===== src/rtl/size_patch_writer.sv =====
// size_patch_writer: queues byte-size patch requests and writes each one big-endian, one byte per cycle, into the output buffer.
// Optional feature: define SIZE_PATCH_COUNT_EN to add the patch_count output.
module size_patch_writer #(
  parameter int FIFO_DEPTH = 4
) (
  input  logic        clock,
  input  logic        reset,
  input  logic [31:0] offset_addr,
  input  logic [31:0] val,
  input  logic [31:0] byte_size,
  input  logic        mem_busy,
  output logic        mem_we,
  output logic [31:0] mem_addr,
  output logic [7:0]  mem_data,
  output logic        idle,
  output logic        overflow,
  output logic        size_error
`ifdef SIZE_PATCH_COUNT_EN
  ,
  output logic [31:0] patch_count
`endif
);
  localparam int AW = $clog2(FIFO_DEPTH);
  typedef enum logic {IDLE, WRITE} state_t;
  state_t state_q, state_d;
  logic [AW-1:0] wr_ptr_q, rd_ptr_q;
  logic [AW:0] count_q;
  logic [31:0] fifo_addr_q [FIFO_DEPTH];
  logic [31:0] fifo_val_q [FIFO_DEPTH];
  logic [2:0] fifo_size_q [FIFO_DEPTH];
  logic [31:0] addr_q, val_q;
  logic [2:0] n_q, k_q;
  logic [1:0] sh;
  logic req_ok, req_bad, full, pop, push, last;
  logic overflow_q, size_error_q;
  logic mem_we_q, mem_we_d;
  logic [31:0] mem_addr_q, mem_addr_d;
  logic [7:0] mem_data_q, mem_data_d;
  assign req_ok = (byte_size != 32'd0) && (byte_size <= 32'd4);
  assign req_bad = byte_size > 32'd4;
  assign full = count_q == (AW+1)'(FIFO_DEPTH);
  assign pop = (state_q == IDLE) && (count_q != '0);
  // a full queue still accepts when the head leaves in the same cycle
  assign push = req_ok && (!full || pop);
  assign last = k_q == n_q - 3'd1;
  // byte index within val, most significant significant byte first
  assign sh = 2'(n_q - k_q - 3'd1);
  assign idle = (state_q == IDLE) && (count_q == '0);
  assign overflow = overflow_q;
  assign size_error = size_error_q;
  assign mem_we = mem_we_q;
  assign mem_addr = mem_addr_q;
  assign mem_data = mem_data_q;
  // queue storage: data only, validity comes from the pointers
  always_ff @(posedge clock) begin
    if (push) begin
      fifo_addr_q[wr_ptr_q] <= offset_addr;
      fifo_val_q[wr_ptr_q] <= val;
      fifo_size_q[wr_ptr_q] <= byte_size[2:0];
    end
  end
  // queue pointers, occupancy and sticky error flags
  always_ff @(posedge clock) begin
    if (reset) begin
      wr_ptr_q <= '0;
      rd_ptr_q <= '0;
      count_q <= '0;
      overflow_q <= 1'b0;
      size_error_q <= 1'b0;
    end else begin
      if (push) wr_ptr_q <= wr_ptr_q + 1'b1;
      if (pop) rd_ptr_q <= rd_ptr_q + 1'b1;
      count_q <= count_q + {{AW{1'b0}}, push} - {{AW{1'b0}}, pop};
      overflow_q <= overflow_q | (req_ok && full && !pop);
      size_error_q <= size_error_q | req_bad;
    end
  end
  // FSM state register
  always_ff @(posedge clock) begin
    if (reset) state_q <= IDLE;
    else state_q <= state_d;
  end
  // FSM next state
  always_comb begin
    state_d = (state_q == IDLE) ? (pop ? WRITE : IDLE) : ((!mem_busy && last) ? IDLE : WRITE);
  end
  // FSM outputs: the byte to strobe this edge, zeroed when not writing
  always_comb begin
    mem_we_d = (state_q == WRITE) && !mem_busy;
    mem_addr_d = mem_we_d ? addr_q + {29'd0, k_q} : 32'd0;
    mem_data_d = mem_we_d ? val_q[{sh, 3'b000} +: 8] : 8'd0;
  end
  // working registers for the entry being written
  always_ff @(posedge clock) begin
    if (reset) begin
      addr_q <= '0;
      val_q <= '0;
      n_q <= '0;
      k_q <= '0;
    end else if (pop) begin
      addr_q <= fifo_addr_q[rd_ptr_q];
      val_q <= fifo_val_q[rd_ptr_q];
      n_q <= fifo_size_q[rd_ptr_q];
      k_q <= '0;
    end else if (mem_we_d) begin
      k_q <= k_q + 3'd1;
    end
  end
  // registered memory write port
  always_ff @(posedge clock) begin
    if (reset) begin
      mem_we_q <= 1'b0;
      mem_addr_q <= '0;
      mem_data_q <= '0;
    end else begin
      mem_we_q <= mem_we_d;
      mem_addr_q <= mem_addr_d;
      mem_data_q <= mem_data_d;
    end
  end
`ifdef SIZE_PATCH_COUNT_EN
  logic last_q;
  logic [31:0] patch_count_q;
  assign patch_count = patch_count_q;
  // count completed patches one cycle after their final strobe
  always_ff @(posedge clock) begin
    if (reset) begin
      last_q <= 1'b0;
      patch_count_q <= '0;
    end else begin
      last_q <= mem_we_d && last;
      patch_count_q <= patch_count_q + {31'd0, last_q};
    end
  end
`endif
endmodule


===== config.mk =====
export PLATFORM = sky130hd
export DESIGN_NAME = size_patch_writer
export DESIGN_NICKNAME = d
export VERILOG_FILES = /design/src/rtl/size_patch_writer.sv
export SDC_FILE = /design/constraint.sdc
export NUM_CORES = 1
export LEC_CHECK = 0
export BUFFER_PORTS_ARGS = -buffer_cell sky130_fd_sc_hd__buf_2
export CAP_MARGIN = 30
export CORE_ASPECT_RATIO = 0.8
export CORE_MARGIN = 5
export CORE_UTILIZATION = 59
export DETAILED_ROUTE_END_ITERATION = 10
export HOLD_SLACK_MARGIN = 0.02
export MAX_ROUTING_LAYER = met4
export PLACE_DENSITY = 0.8
export SYNTH_ARGS = -nofsm -noshare
export SYNTH_HDL_FRONTEND = slang
export SYNTH_SLANG_ARGS = --single-unit

===== constraint.sdc =====
create_clock -name clock -period 3.9 [get_ports clock]
set_clock_uncertainty 0.05 [all_clocks]
set_input_delay 0.39 -clock clock [delete_from_list [all_inputs] [get_ports clock]]
set_output_delay 0.39 -clock clock [all_outputs]
set_load 0.02 [all_outputs]

==> results.env <==
STATUS='complete, no violations'
LAYOUT_MIN_CYCLE_TIME_PS=2630
GLOBALROUTEMET1UTIL_PCT=34.7
CTS_ROOT_BUFFER='clkbuf_16'
START_UTIL_PCT=60.2
P_INT_mW=7.89
POWER-PER-CELL-AREA_nW_PER_UM2=643
FINAL_CORE_UTIL_PCT=70.1
TIMING.HOLD.WORST.CLASS='primary input to flop'
YS_ASYNC_SR_FRACTION_PCT=0
SEQPWRFRAC_PCT=46.3
DRCVIOLATIONCOUNT=0
MAXCLOCKFREQUENCY_GHz=0.380
TOTAL_SWITCHING_POWER_mW=3.17
YOSYS.CELL_COUNT.TOP_TYPE='edfxtp_1'
IR_DROP_uV=405
FIRSTDRTPASSITERS=5
MAPPEDNETLISTAREA_UM2=14800
TRITONCTS_CLOCK_TREE='yes'
GRT_PASS1_WL_UM=49800
DISTINCT_CELLS_SYNTH=45
NETLIST.AREA_LEADER.SHARE_PCT=54.5
SETUP_VIOL_COUNT_FINAL=0
POWER.SHARE.SWITCHING_PCT=28.7
POWER.STATIC_LEAKAGE_nW=5.85
GR-USAGE-ALL-LAYERS_PCT=23.6
MAX-CLOCK-PATH-BUFFERS=3
POWER.SHARE.COMBINATIONAL_PCT=20.5
AVERAGE_SIZE_OF_A_MAPPED_CELL_UM2=15.3
NUM_IO_PINS=143
GLOBAL_ROUTE.USAGE.MET3_PCT=5.09
SYNTH-EDFF-COUNT=268
NUM_VIAS=8788
GRT_START_MAX_NET_PINS=90
DESIGN.DIE.AREA_UM2=28300
DETAIL_ROUTE.ITER0.VIOLATIONS=951
PERIOD_UTILISATION_LAYOUT_PCT=67.4
SYNTH_FLOP_TYPE='edfxtp_1'
CTS_SINKS=389
YS.WARNINGS.COUNT=0
GRTUSAGEMET2_PCT=34.6
CP.ARRIVAL_PS=2950
CLK_PIN_SLEW_WORST_PATHS_PS=60
SYNTHCELLS=964
ANTENNA_FOUND_INITIAL=3
DIE_WIDTH_UM=187
CTS_MADE_BUFFERS=37
PLACE.DETAILED.HPWL_UM=20500
DRT_ANTENNA_NET_COUNT=0
TIGHTESTPINTRANSITION_PS=935
FINAL_MAX_SLEW_VIOL_COUNT=0
MOST_FREQUENT_CELLS_AFTER_SYNTHESIS='268 x edfxtp_1, 154 x nand2_1, 121 x dfxtp_1'
CLOCK_LATENCY_PS=520
SYNTH.AREA.TOP_CELLS='edfxtp_1 55%, dfxtp_1 16%, mux4_2 10%'
DETAIL_ROUTE.VIAS_PER_CELL=6.02
DIE_H_UM=151
POWER_FRAC_CLOCK_PCT=33.2
RSZ_0062_RAISED_AFTER_GLOBAL_ROUTING='false'
FINALWIRELENGTH_UM=32300
CORE-AREA_UM2=24500
TIMING.SETUP.CRITICAL_PATH_CLASS='flop to flop'
FIRST_GLOBAL_VIAS=8707
CRITPATHREQUIREDTIME_PS=4220
CRITPATHMAXFANOUT=25
DETAIL_ROUTE.WL_PER_CELL_UM=22.1
GLOBAL_ROUTE.PEAK_USAGE_LAYER='met1'
WORSTSETUPENDPOINTTYPE='flop'
DRV.MAX_CAP_VIOLATION_COUNT=0
POST_CTS_RESIZE_COUNT=0
SYNTHESIS.NETS=1076
NETLIST.TOP_CELL.BY_AREA='edfxtp_1'
PORT-BUFFER-COUNT=142
WORST_SLEW_MARGIN_REL_PCT=37.6
YS_FF_LATCH=389
DESIGN.FINAL.NETS=1225
SEQ_AREA_FRAC_SYNTH_PCT=71.0
GP_CONGESTION=0.879
FINAL_LAYOUT_SIZE_SUFFIX_GT1_SHARE_PCT=25.7
TOTALNEGATIVESETUPSLACK_PS=0
H-TREE-DEPTH=2
R2R_SLACK_PS=1270
GRT_OVERFLOW=0
ROWS=51
START_KIND='flop'
FINALHOLDVIOLATIONS=0
SYN2LAYOUT_AREA_GROWTH_PCT=16.4
==> state kept, by name, indices dropped and copies added (netlist names) <==
register	cells
addr_q	32
count_q	3
fifo_addr_q	128
fifo_size_q	12
fifo_val_q	128
k_q	3
mem_addr	32
mem_data	8
mem_we	1
n_q	3
overflow	1
rd_ptr_q	2
size_error	1
state_q	1
val_q	32
wr_ptr_q	2
==> through the flow <==
stage | hold WS (ps) | power [mW] | setup WS (ps) | std cells | instance area (um2)
after detailed placement | 397 | 7.43 | 956 | 1386 | 15900
after floorplan | 386 | 6.75 | 592 | 964 | 14800
final | 42.4 | 11.1 | 1270 | 1461 | 17200
after global routing | 28.2 | 11.5 | 1090 | 1460 | 17200
after global placement | 391 | 7.36 | 996 | 1385 | 15800
after CTS | 20.8 | 11.1 | 1290 | 1459 | 17200
==> cell usage in the layout (no fill, tap or decap), drive strengths merged, types with 7 or more instances in the layout <==
master | synthesis | final
a21oi | 86 | 86
buf | 15 | 155
clkbuf | 36 | 45
clkinv | 1 | 9
dfxtp | 121 | 121
edfxtp | 268 | 268
ha | 11 | 11
inv | 12 | 16
mux2i | 24 | 24
mux4 | 67 | 67
nand2 | 154 | 154
nand3 | 9 | 9
nand4 | 11 | 11
nor2 | 20 | 20
nor3 | 10 | 10
nor4 | 15 | 15
o21ai | 7 | 7
o22ai | 8 | 8
o31ai | 7 | 7
or3 | 14 | 14
xnor2 | 15 | 15
==> repair_timing <==
item,CTS,global route
hold endpoints to repair,18,0
setup buffers,0,0
hold buffers,6,0
==> path summary, 6_finish.rpt <==
kind	startpoint	endpoint	depth (start not counted)
worst min-delay path	offset_addr[21]	fifo_addr_q[1][21]	1
worst max register to register	state_q	mem_data[3]	5
worst min register to register	val_q[5]	val_q[5]	2
worst max-delay path	state_q	mem_data[3]	5
==> area by class of cell <==
cell class / instances / area [um2]
timing repair buffer: 161 / 951
clock buffer: 45 / 986
tap: 318 / 398
antenna: 2 / 5.00
clock inverter: 22 / 269
sequential: 389 / 10500
fill: 1563 / 7320
multi-input combinational: 511 / 4050
inverter: 13 / 48.8
==> power groups by stage <==
stage | logic [mW] | clock network, mW | registers [mW]
6_report | 2.27 | 3.67 | 5.12
5_1_grt | 2.46 | 3.91 | 5.17
4_1_cts | 2.27 | 3.72 | 5.11
3_5_place_dp | 2.24 | 0 | 5.20
3_3_place_gp | 2.18 | 0 | 5.18
2_1_floorplan | 1.76 | 0 | 4.99
==> critical path: stages (launching register included) <==
cell	delay, ps
dfxtp_1	400
nor2b_1	230
nand2b_1	670
clkinv_1	550
nand2_1	420
o22ai_1	170
==> cell families after synthesis <==
group,Yosys count,synth area share [%]
DFF,389,71.0
and+or+nand+nor,268,8.61
AOI/OAI and AO/OA,120,4.50
muxes,91,11.9
buffers and inverters,64,1.74
xor gates and xnor gates,19,1.13
adders and majority gates,13,1.20
==> per-layer routing <==
layer	wire [um]	part of all wire, %
met5	0	0
met4	576	1.8
met3	3030	9.4
met2	14700	45
met1	14000	43
(Power assumes the default switching activity.)
